[src/rtl/serial_adder_ctrl.sv]
// Bit-serial adder: one full-adder cell reused over WIDTH cycles, LSB first,
// with valid/ready handshakes on the operand and result sides.

module serial_adder_fa (
  input  logic a_i,
  input  logic b_i,
  input  logic c_i,
  output logic s_o,
  output logic c_o
);
  assign s_o = a_i ^ b_i ^ c_i;
  assign c_o = (a_i & b_i) | ((a_i ^ b_i) & c_i);
endmodule

module serial_adder_ctrl #(
  parameter int unsigned WIDTH = 8
) (
  input  logic             clk,
  input  logic             rst_n,
  input  logic             in_valid,
  output logic             in_ready,
  input  logic [WIDTH-1:0] a,
  input  logic [WIDTH-1:0] b,
  input  logic             cin,
  input  logic             abort,
  output logic             out_valid,
  input  logic             out_ready,
  output logic [WIDTH-1:0] sum,
  output logic             cout,
  output logic             busy
);
  localparam int unsigned CW = $clog2(WIDTH);
  localparam logic [CW-1:0] LAST = CW'(WIDTH - 1);

  typedef enum logic [1:0] {S_IDLE, S_RUN, S_DONE} state_t;

  state_t           state_q, state_d;
  logic [WIDTH-1:0] a_q, a_d, b_q, b_d, sum_q, sum_d;
  logic             carry_q, carry_d, cout_q, cout_d;
  logic [CW-1:0]    cnt_q, cnt_d;
  logic             fa_s, fa_c;

  serial_adder_fa u_fa (
    .a_i (a_q[0]),
    .b_i (b_q[0]),
    .c_i (carry_q),
    .s_o (fa_s),
    .c_o (fa_c)
  );

  always_ff @(posedge clk or negedge rst_n) begin
    if (!rst_n) begin
      state_q <= S_IDLE;
      a_q     <= '0;
      b_q     <= '0;
      sum_q   <= '0;
      carry_q <= 1'b0;
      cout_q  <= 1'b0;
      cnt_q   <= '0;
    end else begin
      state_q <= state_d;
      a_q     <= a_d;
      b_q     <= b_d;
      sum_q   <= sum_d;
      carry_q <= carry_d;
      cout_q  <= cout_d;
      cnt_q   <= cnt_d;
    end
  end

  always_comb begin
    state_d = state_q;
    a_d     = a_q;
    b_d     = b_q;
    sum_d   = sum_q;
    carry_d = carry_q;
    cout_d  = cout_q;
    cnt_d   = cnt_q;
    unique case (state_q)
      S_IDLE: begin
        if (in_valid) begin
          a_d     = a;
          b_d     = b;
          carry_d = cin;
          sum_d   = '0;
          cout_d  = 1'b0;
          cnt_d   = '0;
          state_d = S_RUN;
        end
      end
      S_RUN: begin
        // abort wins over completion, including on the last bit
        if (abort) begin
          sum_d   = '0;
          carry_d = 1'b0;
          cout_d  = 1'b0;
          cnt_d   = '0;
          state_d = S_IDLE;
        end else begin
          sum_d   = {fa_s, sum_q[WIDTH-1:1]};
          carry_d = fa_c;
          a_d     = a_q >> 1;
          b_d     = b_q >> 1;
          cnt_d   = cnt_q + CW'(1);
          if (cnt_q == LAST) begin
            cout_d  = fa_c;
            cnt_d   = '0;
            state_d = S_DONE;
          end
        end
      end
      S_DONE: begin
        if (out_ready) state_d = S_IDLE;
      end
      default: state_d = S_IDLE;
    endcase
  end

  assign in_ready  = (state_q == S_IDLE);
  assign busy      = (state_q == S_RUN);
  assign out_valid = (state_q == S_DONE);
  assign sum       = sum_q;
  assign cout      = cout_q;

endmodule

[config.mk]
export PLATFORM = sky130hd
export DESIGN_NAME = serial_adder_ctrl
export DESIGN_NICKNAME = d
export VERILOG_FILES = /design/src/rtl/serial_adder_ctrl.sv
export SDC_FILE = /design/constraint.sdc
export NUM_CORES = 1
export LEC_CHECK = 0
export CORE_ASPECT_RATIO = 0.5
export CORE_MARGIN = 2
export CORE_UTILIZATION = 40
export CTS_CLUSTER_DIAMETER = 60
export CTS_CLUSTER_SIZE = 20
export DETAILED_ROUTE_END_ITERATION = 6
export PLACE_DENSITY = 0.76
export SYNTH_ARGS = -nofsm -noshare
export SYNTH_HDL_FRONTEND = slang
export SYNTH_SLANG_ARGS = --single-unit
[constraint.sdc]
create_clock -name clk -period 4.2 [get_ports clk]
set_input_delay 0.63 -clock clk [delete_from_list [all_inputs] [get_ports clk]]
set_output_delay 0.63 -clock clk [all_outputs]
set_load 0.05 [all_outputs]
==> out/qor.txt, run 1 <==
Launch point of the worst hold path -> cnt_q[0]
Static leakage power -> 0.8811 nW
Via count of the first global-routing pass -> 952
Die Outline Area -> 4320 um^2
Antenna violations before repair -> 0
Max Clk Rate -> 378.4 MHz
Nature of the critical path endpoint -> primary output
Critical path data arrival time -> 2.01 ns
Critical Path, Cell by Cell -> nor2b_2 -> buf_4 -> clkdlybuf4s50_1
Worst path max stage delay -> 0.85 ns
Leading register cell type out of synthesis -> sky130_fd_sc_hd__dfrtp_1
Max-slew violations -> 0
Portion of total power attributed to the clock network -> 23.7%
CTS Root Buffer Type -> sky130_fd_sc_hd__clkbuf_8
Number of cells produced by synthesis -> 104
Type of origin of the critical path -> register
Number of endpoints failing setup at the final stage -> 0
Launch point of the worst path -> state_q[0]
Number of synthesized register bits -> 31
Vias per std cell -> 4.809
Weighted congestion reported at the end of routability-driven placement -> 0.7034
Switching fraction of total power -> 29.00%
Number of buffers on the longest clock path -> 2
Layout net count -> 167
Post-synth EDFFs -> 0
Mean instance size in the synthesized netlist -> 14.55 um^2
Maximum level of the CTS H-tree -> 2
Netlist Area Pre-Place -> 1513 um^2
Crit-path slowest cell -> sky130_fd_sc_hd__clkdlybuf4s50_1
Wire length of the first global-routing pass -> 4.526 mm
Total negative slack for setup checks -> 0 ns
Part of the power in registers -> 45.0%
Layout cells sized above 1 -> 28.67%
Internal power contribution -> 667.4 uW
Final Hold Violating Endpoints -> 0
Post-CTS repair timing setup buffer count -> 0
Worst Hold Class -> register to register
Setup clock skew after layout -> 0.008875 ns
Detail-routed net length per standard cell -> 14.04 um
Count of distinct cell types in the synthesized netlist -> 26
CTS tree -> done
Overall die width -> 90.97 um
Port Buffers -> 33
RSZ-0062 raised after global routing -> false
Max cap viols -> 0
Combined global-route utilization of all metal layers -> 13.97%
Sinks on Clock Net -> 31
Worst slew pin tran -> 0.9778 ns
Reg-to-reg startpoint -> state_q[0]
Sequential-to-total area share from yosys stat -> 51.28%
Power density over cell area -> 478.9 nW/um^2
Syn Nets -> 129
Number of buffers created by CTS -> 5
Global route total overflow -> 0
Row Count -> 15
Final standard cell utilization of the core -> 55.64%
Half-perimeter wire length of the detailed placement result -> 1.851 mm
Clock latency at the later pin of the worst-skew pair -> 0.28 ns
Headroom to the max-slew limit -> 34.68%
Asr flop ratio synth -> 100.0%
Outcome -> finished, final reports clean
Area taken by multi-input logic gates -> 674.4 um^2
Via count of the routed design -> 933
Layout-stage area growth over the synthesis result -> 29.78%
Largest driver fanout on the critical path -> 15
# diodes -> 0
Hold slack final -> 0.4885 ns
Post-CTS Hold Buffers -> 0
Number of fill cells -> 311
CTS clock-pin slew for the worst setup and hold paths -> 0.06 ns
Crit share post-route -> 62.92%
Initial drt markers -> 37
Initial Utilization -> 42.87%
PostCTS Resize Cnt -> 0
Placeable core region -> 3528 um^2
Io pins -> 34
Combinational share of power -> 31.3%
YS warnings -> 0
FF/Latch Area -> 775.7 um^2
Final Total Pwr -> 940.1 uW
Number of search-and-repair iterations in the first detailed-routing pass -> 4
Setup CP Type -> register to primary output
Largest net degree at the start of global routing -> 32
Post-route DRC violation count -> 0
Power spent charging and discharging nets -> 272.7 uW
Number of antenna-violating nets in the routed design -> 0
Worst vdd rail ir drop -> 197.7 uV
Min Tclk post-route -> 2.642 ns
Vert. Die Dim -> 47.49 um
Required time of the worst setup path -> 3.57 ns
Final WL -> 2.724 mm
-- sequential cells by signal (all words and copies together), names as in the netlist --
name	flops
b_q	8
state_q	2
cnt_q	3
carry_q	1
sum	8
a_q	8
cout	1
-- routing by layer --
layer / global-route usage [%] / share of wire, % / vias up
met5: 0 / 0 / -
met3: 5.512 / 3.9 / 2
met4: 3.636 / 1.1 / 0
met1: 17.05 / 45 / 466
li1: - / - / 453
met2: 24.44 / 50 / 12
-- layout make-up --
cell class                 instances  area share [%]
sequential                        31           39.52
tap                               51           3.250
inverter                           3          0.5736
multi-input combinational         65           34.35
clock inverter                     2          0.6373
timing repair buffer              36           17.97
clock buffer                       6           3.697
-- critical path: cells and delay by family, from the launching register on --
family | cells | cell delay, ns
simple gates | 1 | 0.17
buf+inv | 2 | 1.11
flops | 1 | 0.45
-- per-stage QoR --
step | std cells | instance area [um^2] | setup WS, ns
2_1_floorplan | 104 | 1513 | 2.343
3_3_place_gp | 186 | 1878 | 1.837
3_5_place_dp | 186 | 1878 | 1.809
4_1_cts | 194 | 1963 | 1.547
5_1_grt | 194 | 1963 | 1.449
6_report | 194 | 1963 | 1.558
-- cells in the mapped netlist (2+ instances only) --
cell / number / area (um^2)
sky130_fd_sc_hd__nor2b_1: 2 / 12.51
sky130_fd_sc_hd__dfrtp_1: 31 / 775.7
sky130_fd_sc_hd__inv_1: 3 / 11.26
sky130_fd_sc_hd__mux2_2: 10 / 112.6
sky130_fd_sc_hd__o21bai_1: 2 / 15.01
sky130_fd_sc_hd__o21ai_0: 4 / 20.02
sky130_fd_sc_hd__nand2_1: 3 / 11.26
sky130_fd_sc_hd__ha_1: 2 / 25.02
sky130_fd_sc_hd__mux2_4: 18 / 270.3
sky130_fd_sc_hd__a22o_1: 11 / 96.34
sky130_fd_sc_hd__buf_6: 2 / 22.52
sky130_fd_sc_hd__nand3_1: 2 / 10.01
-- cell families after synthesis --
kind of cell,Yosys count,share of synthesized area (%)
buffers and inverters,8,4.135
multiplexers,28,25.31
adder cells (fa/ha/maj),3,2.977
flip-flops,31,51.28
AND/OR/NAND/NOR,13,5.046
AO/OA/AOI/OAI,21,11.25
-- power groups by stage --
stage,logic (mW),registers [mW],clock network [mW]
5_1_grt,0.319,0.435,0.241
4_1_cts,0.298,0.424,0.228
3_3_place_gp,0.288,0.425,0
6_report,0.295,0.423,0.223
3_5_place_dp,0.294,0.428,0
2_1_floorplan,0.213,0.434,0
-- layout by cell type (no fill, tap or decap), drive strengths merged --
cell	synthesis	routed
inv	3	3
o21ai	4	4
mux2	28	28
clkbuf	1	6
a22o	11	11
clkinv	0	1
o31ai	1	1
nand2b	1	1
nor2	1	1
o21bai	2	2
nor3b	1	1
a32o	1	1
dfrtp	31	31
or2b	1	1
ha	2	2
clkdlybuf4s50	0	33
nand2	3	3
buf	4	3
a21oi	2	2
fa	1	1
or3b	1	1
nand3	2	2
clkinvlp	0	1
nor2b	3	3
-- worst paths after layout --
kind / cells after the start / endpoint / slack, ns
min in group asynchronous: 2 / cnt_q[1] / 0.74
max in group asynchronous: 2 / sum[7] / 3.17
min reg2reg: 1 / cnt_q[0] / 0.49
min: 1 / cnt_q[0] / 0.49
max reg2reg: 3 / b_q[0] / 2.42
max: 3 / busy / 1.56
(Power assumes the default switching activity.)
==> run 2: changes to the inputs <==
Clock period 4.2 ns to 2.5 ns, I/O delays scaled along.
==> run 2 against run 1 <==
  * Clock power grew 76%
  * Die area is the same
  * Wire length shrank 1.9%
  * Global-route usage barely moved
  * Sequential power rose by 69%
  * First-iteration DRC count is 43% lower
  * Largest power group unchanged
  * Combinational power increased by 70%
==> out/qor.txt, run 2 (same netlist as run 1, synthesis figures left out) <==
Outcome -> finished, final reports clean
Number of fill cells -> 306 (-1.6%)
Max Clk Rate -> 449.1 MHz
Min Tclk post-route -> 2.227 ns
Initial Utilization -> 42.87% (unchanged)
Layout cells sized above 1 -> 30.56% (+1.9 points)
Antenna violations before repair -> 0 (unchanged)
Clock latency at the later pin of the worst-skew pair -> 0.28 ns (about the same)
Number of antenna-violating nets in the routed design -> 0 (unchanged)
Overall die width -> 90.97 um (unchanged)
Number of buffers created by CTS -> 5 (unchanged)
Combined global-route utilization of all metal layers -> 13.99% (+0.016 points)
Largest driver fanout on the critical path -> 7 (-8)
PostCTS Resize Cnt -> 0 (unchanged)
Nature of the critical path endpoint -> primary output
CTS tree -> done
Setup clock skew after layout -> 0.008422 ns (-0.0004525 ns)
Post-CTS repair timing setup buffer count -> 0 (unchanged)
Area of placed instances -> 1903 um^2 (+1.3%)
Total buffers and inverters traversed by the critical path -> 1 (-1)
Worst Hold Class -> primary input to asynchronous set/reset pin
Switching fraction of total power -> 28.41% (-0.59 points)
Part of the power in registers -> 44.4% (-0.6 points)
Worst vdd rail ir drop -> 262.4 uV (+33%)
Layout net count -> 169 (+1.2%)
Weighted congestion reported at the end of routability-driven placement -> 0.7071 (+0.53%)
Post-route DRC violation count -> 0 (unchanged)
Wire length of the first global-routing pass -> 4.533 mm (+0.15%)
Most common cell after layout, fill and taps aside -> sky130_fd_sc_hd__clkdlybuf4s50_1
Crit-path leading delay family -> buffers and inverters
Sinks on Clock Net -> 31 (unchanged)
Vert. Die Dim -> 47.49 um (unchanged)
Number of search-and-repair iterations in the first detailed-routing pass -> 4 (unchanged)
Global route total overflow -> 0 (unchanged)
CTS Root Buffer Type -> sky130_fd_sc_hd__clkbuf_8
Total negative slack for setup checks -> 0 ns (unchanged)
Largest net degree at the start of global routing -> 32 (unchanged)
RSZ-0062 raised after global routing -> false
Headroom to the max-slew limit -> 66.62% (+32 points)
Crit-path slowest cell -> sky130_fd_sc_hd__clkdlybuf4s50_1
Critical Path, Cell by Cell -> nor2_1 -> clkdlybuf4s50_1
Worst path max stage delay -> 0.86 ns (about the same)
Detail-routed net length per standard cell -> 13.70 um (-2.4%)
Via count of the routed design -> 939 (+0.64%)
Worst slew pin tran -> 0.4991 ns (-0.4786 ns)
Via count of the first global-routing pass -> 978 (+2.7%)
Critical path data arrival time -> 1.85 ns (-0.16 ns)
Maximum level of the CTS H-tree -> 2 (unchanged)
Static leakage power -> 0.9024 nW (+2.4%)
Max cap viols -> 0 (unchanged)
Number of endpoints failing setup at the final stage -> 0 (unchanged)
Commonest cells after routing, fill and taps aside -> 32 x sky130_fd_sc_hd__clkdlybuf4s50_1, 31 x sky130_fd_sc_hd__dfrtp_1, 18 x sky130_fd_sc_hd__mux2_4, 11 x sky130_fd_sc_hd__a22o_1, 10 x sky130_fd_sc_hd__mux2_2
CTS clock-pin slew for the worst setup and hold paths -> 0.07 ns (about the same)
Combinational share of power -> 31.2% (about the same)
Initial drt markers -> 21 (-43%)
Number of buffers on the longest clock path -> 2 (unchanged)
Placeable core region -> 3528 um^2 (unchanged)
Summed area of non-filler cells in the final layout -> 1991 um^2 (+1.4%)
Post-CTS Hold Buffers -> 0 (unchanged)
Port Buffers -> 33 (unchanged)
Crit share post-route -> 89.07%
Half-perimeter wire length of the detailed placement result -> 1.817 mm (-1.8%)
Setup CP Type -> register to primary output
Vias per std cell -> 4.815 (+0.13%)
Required time of the worst setup path -> 2.12 ns (-1.45 ns)
# diodes -> 0 (unchanged)
Power spent charging and discharging nets -> 456.7 uW (+67%)
Internal power contribution -> 1.151 mW (+72%)
Portion of total power attributed to the clock network -> 24.4% (+0.7 points)
Final WL -> 2.672 mm (-1.9%)
Layout-stage area growth over the synthesis result -> 31.60%
Io pins -> 34 (unchanged)
Row Count -> 15 (unchanged)
Type of origin of the critical path -> register
Die Outline Area -> 4320 um^2 (unchanged)
Final Hold Violating Endpoints -> 0 (unchanged)
Power density over cell area -> 807.5 nW/um^2 (+69%)
Max-slew violations -> 0 (unchanged)
-- run 2: changes by cell type in the layout (fill, tap and decap cells not counted) --
cell / delta
sky130_fd_sc_hd__buf_4: +2
sky130_fd_sc_hd__buf_12: +1
sky130_fd_sc_hd__clkbuf_1: -1
sky130_fd_sc_hd__clkbuf_8: +1
sky130_fd_sc_hd__clkdlybuf4s50_1: -1
sky130_fd_sc_hd__clkinvlp_4: -1
-- run 2: final timing paths --
kind	cells after the start	slack, ns	startpoint	to
setup / recovery	2	0.27	state_q[1]	in_ready
hold / removal	2	0.48	rst_n	b_q[7]
setup reg to reg	4	0.86	state_q[0]	b_q[0]
hold reg to reg	1	0.50	cout	cout
max in group asynchronous	2	1.74	rst_n	carry_q
min in group clk	1	0.50	cout	cout
-- run 2: power groups by stage --
stage                     Sequential, mW  Combinational [mW]  Clock, mW
after CTS                          0.715               0.509      0.398
after floorplan                    0.729               0.359          0
after global routing               0.731               0.547      0.422
final                              0.714               0.502      0.392
after global placement             0.715               0.493          0
after detailed placement           0.721               0.505          0
-- run 2: metrics by stage --
step	total power [mW]	std cells	util, %	hold WS (ns)	worst slack (ns)
6_report	1.608	195	56.42	0.4839	0.2734
5_1_grt	1.700	195	56.42	0.5167	0.2083
4_1_cts	1.622	195	56.42	0.4895	0.2759
3_5_place_dp	1.226	188	53.94	0.4859	0.5311
3_3_place_gp	1.208	188	53.94	0.4801	0.5666
2_1_floorplan	1.087	104	-	0.07941	0.8985
-- run 2: worst reg2reg max path, delay by kind of cell, from the launching register on --
| family | cells | cell delay (ns) |
|---|---|---|
| flops | 1 | 0.45 |
| buf+inv | 1 | 0.27 |
| simple gates | 1 | 0.17 |
| mux | 2 | 0.63 |
-- run 2: area by class of cell --
cell class / count / area [um^2] / area share [%]
Clock inverter: 1 / 5.005 / 0.2514
Tap cell: 51 / 63.81 / 3.206
Multi-Input combinational cell: 65 / 674.4 / 33.88
Clock buffer: 6 / 82.58 / 4.148
Inverter: 3 / 11.26 / 0.5657
Sequential cell: 31 / 775.7 / 38.97
Timing Repair Buffer: 38 / 377.9 / 18.98
-- run 2: layer usage --
layer  GRT usage [%]  routed length (um)
met1           16.88                1215
met5               0                   0
met2           23.70                1334
met3           5.197                 106
met4           6.364                  16
==> run 3: changes to the inputs <==
Settings changed: MAX_ROUTING_LAYER from default to met4, SETUP_SLACK_MARGIN from default to 0.02.
==> run 3 against run 2 <==
  * Global-route usage increased by 0.47 points
  * Combinational power hardly changed
  * Sequential share of layout area is the same
  * Worst setup slack better by 0.0038 ns
  * Clock power hardly changed
  * First-iteration DRC count increased by 14%
  * Worst hold slack is essentially flat
  * Final area did not move
  * Clock-buffer cell count unchanged
  * Core utilization unchanged
  * Critical endpoint unchanged
==> out/qor.txt, run 3 (same netlist as run 1, synthesis figures left out) <==
Type of origin of the critical path -> register
Number of fill cells -> 306 (unchanged)
Area taken by multi-input logic gates -> 674.4 um^2 (unchanged)
Number of endpoints failing setup at the final stage -> 0 (unchanged)
Crit path capture -> in_ready
FF/Latch Area -> 775.7 um^2 (unchanged)
Final Hold Violating Endpoints -> 0 (unchanged)
Weighted congestion reported at the end of routability-driven placement -> 0.7151 (+1.1%)
Placeable core region -> 3528 um^2 (unchanged)
CTS clock-pin slew for the worst setup and hold paths -> 0.06 ns (about the same)
Number of buffers on the longest clock path -> 2 (unchanged)
Part of the power in registers -> 44.4% (about the same)
Switching fraction of total power -> 28.42% (about the same)
Via count of the routed design -> 942 (+0.32%)
Most common cell after layout, fill and taps aside -> sky130_fd_sc_hd__clkdlybuf4s50_1
Post-CTS repair timing setup buffer count -> 0 (unchanged)
Max Clk Rate -> 449.9 MHz (+0.17%)
Layout-stage area growth over the synthesis result -> 31.60% (unchanged)
RSZ-0062 raised after global routing -> false
PostCTS Resize Cnt -> 0 (unchanged)
Wire length of the first global-routing pass -> 4.512 mm (-0.46%)
Crit share post-route -> 88.91% (-0.15 points)
Port Buffers -> 33 (unchanged)
Min Tclk post-route -> 2.223 ns (-0.003817 ns)
CTS tree -> done
Io pins -> 34 (unchanged)
Vert. Die Dim -> 47.49 um (unchanged)
Count of cells along the worst register-to-register path -> 4 (unchanged)
Worst slew pin tran -> 0.4991 ns (unchanged)
Setup clock skew after layout -> 0.008735 ns (+0.0003126 ns)
Detail-routed net length per standard cell -> 13.74 um (+0.26%)
Largest net degree at the start of global routing -> 32 (unchanged)
# diodes -> 0 (unchanged)
Clock latency at the later pin of the worst-skew pair -> 0.28 ns (about the same)
Combined global-route utilization of all metal layers -> 14.46% (+0.47 points)
Largest driver fanout on the critical path -> 7 (unchanged)
Commonest cells after routing, fill and taps aside -> 32 x sky130_fd_sc_hd__clkdlybuf4s50_1, 31 x sky130_fd_sc_hd__dfrtp_1, 18 x sky130_fd_sc_hd__mux2_4, 11 x sky130_fd_sc_hd__a22o_1, 10 x sky130_fd_sc_hd__mux2_2
Portion of total power attributed to the clock network -> 24.4% (about the same)
Global route total overflow -> 0 (unchanged)
Setup CP Type -> register to primary output
Layout cells sized above 1 -> 30.56% (unchanged)
Via count of the first global-routing pass -> 983 (+0.51%)
Total negative slack for setup checks -> 0 ns (unchanged)
Worst Hold Class -> primary input to asynchronous set/reset pin
Post-CTS Hold Buffers -> 0 (unchanged)
Count of placed standard cells including taps -> 188 (unchanged)
Vias per std cell -> 4.831 (+0.32%)
Max cap viols -> 0 (unchanged)
Final WL -> 2.679 mm (+0.26%)
Internal power contribution -> 1.151 mW (about the same)
Power spent charging and discharging nets -> 456.8 uW (about the same)
Worst reg-to-reg setup slack -> 0.85 ns (about the same)
Summed area of non-filler cells in the final layout -> 1991 um^2 (unchanged)
CTS Root Buffer Type -> sky130_fd_sc_hd__clkbuf_8
Finished Layout Cells -> 195 (unchanged)
Worst vdd rail ir drop -> 263.0 uV (+0.22%)
Overall die width -> 90.97 um (unchanged)
Number of search-and-repair iterations in the first detailed-routing pass -> 4 (unchanged)
Headroom to the max-slew limit -> 66.62% (unchanged)
Number of buffers created by CTS -> 5 (unchanged)
Launch point of the worst path -> state_q[1]
Max-slew violations -> 0 (unchanged)
Combinational share of power -> 31.2% (about the same)
R2r endpoint -> b_q[0]
Required time of the worst setup path -> 2.12 ns (about the same)
Sinks on Clock Net -> 31 (unchanged)
Post-route DRC violation count -> 0 (unchanged)
Critical path data arrival time -> 1.85 ns (about the same)
Antenna violations before repair -> 0 (unchanged)
Power density over cell area -> 807.6 nW/um^2 (about the same)
Initial Utilization -> 42.87% (unchanged)
Maximum level of the CTS H-tree -> 2 (unchanged)
Static leakage power -> 0.9024 nW (unchanged)
Row Count -> 15 (unchanged)
Nature of the critical path endpoint -> primary output
Half-perimeter wire length of the detailed placement result -> 1.817 mm (unchanged)
Die Outline Area -> 4320 um^2 (unchanged)
Layout net count -> 169 (unchanged)
Outcome -> finished, final reports clean
Number of antenna-violating nets in the routed design -> 0 (unchanged)
Reg-to-reg startpoint -> state_q[0]
Initial drt markers -> 24 (+14%)
Area of placed instances -> 1903 um^2 (unchanged)
[run 3: cell counts in the layout (fill, tap and decap cells not counted)]
No cell type changed its count.
[run 3: final cells by class]
type / count / area share (%)
multi-input cells: 65 / 33.88
clock inverters: 1 / 0.2514
flip-flops and latches: 31 / 38.97
clock buffers: 6 / 4.148
inverters: 3 / 0.5657
repair buffers: 38 / 18.98
well taps: 51 / 3.206
[run 3: worst min path at each step]
stage,to,slack (ns)
floorplan,a_q[0],0.08
global placement,cnt_q[0],0.48
detailed placement,cnt_q[1],0.49
CTS,sum[5],0.49
global route,b_q[7],0.52
finish,sum[0],0.48
[run 3: routing by layer]
| layer | track usage (%) | routed length, um | up-vias |
|---|---|---|---|
| met3 | 5.197 | 115 | 4 |
| met5 | - | 0 | - |
| met1 | 16.68 | 1207 | 472 |
| li1 | - | - | 455 |
| met2 | 23.85 | 1321 | 11 |
| met4 | 6.364 | 36 | 0 |
[run 3: metrics by stage]
stage	utilization (%)	setup slack [ns]	total power, mW	hold slack, ns
after global placement	53.94	0.5666	1.208	0.4801
after floorplan	-	0.8985	1.087	0.07941
after CTS	56.42	0.2759	1.622	0.4895
final	56.42	0.2772	1.608	0.4834
after global routing	56.42	0.2083	1.700	0.5167
after detailed placement	53.94	0.5311	1.226	0.4859
[run 3: power groups by stage]
stage / registers [mW] / clock network [mW] / logic [mW]
after floorplan: 0.729 / 0 / 0.359
after global placement: 0.715 / 0 / 0.493
after CTS: 0.715 / 0.398 / 0.509
final: 0.713 / 0.392 / 0.502
after global routing: 0.731 / 0.422 / 0.547
after detailed placement: 0.721 / 0 / 0.505
[run 3: critical path, cell delays in order (launching register included)]
cell	delay, ns
sky130_fd_sc_hd__dfrtp_1	0.46
sky130_fd_sc_hd__nor2_1	0.26
sky130_fd_sc_hd__clkdlybuf4s50_1	0.86
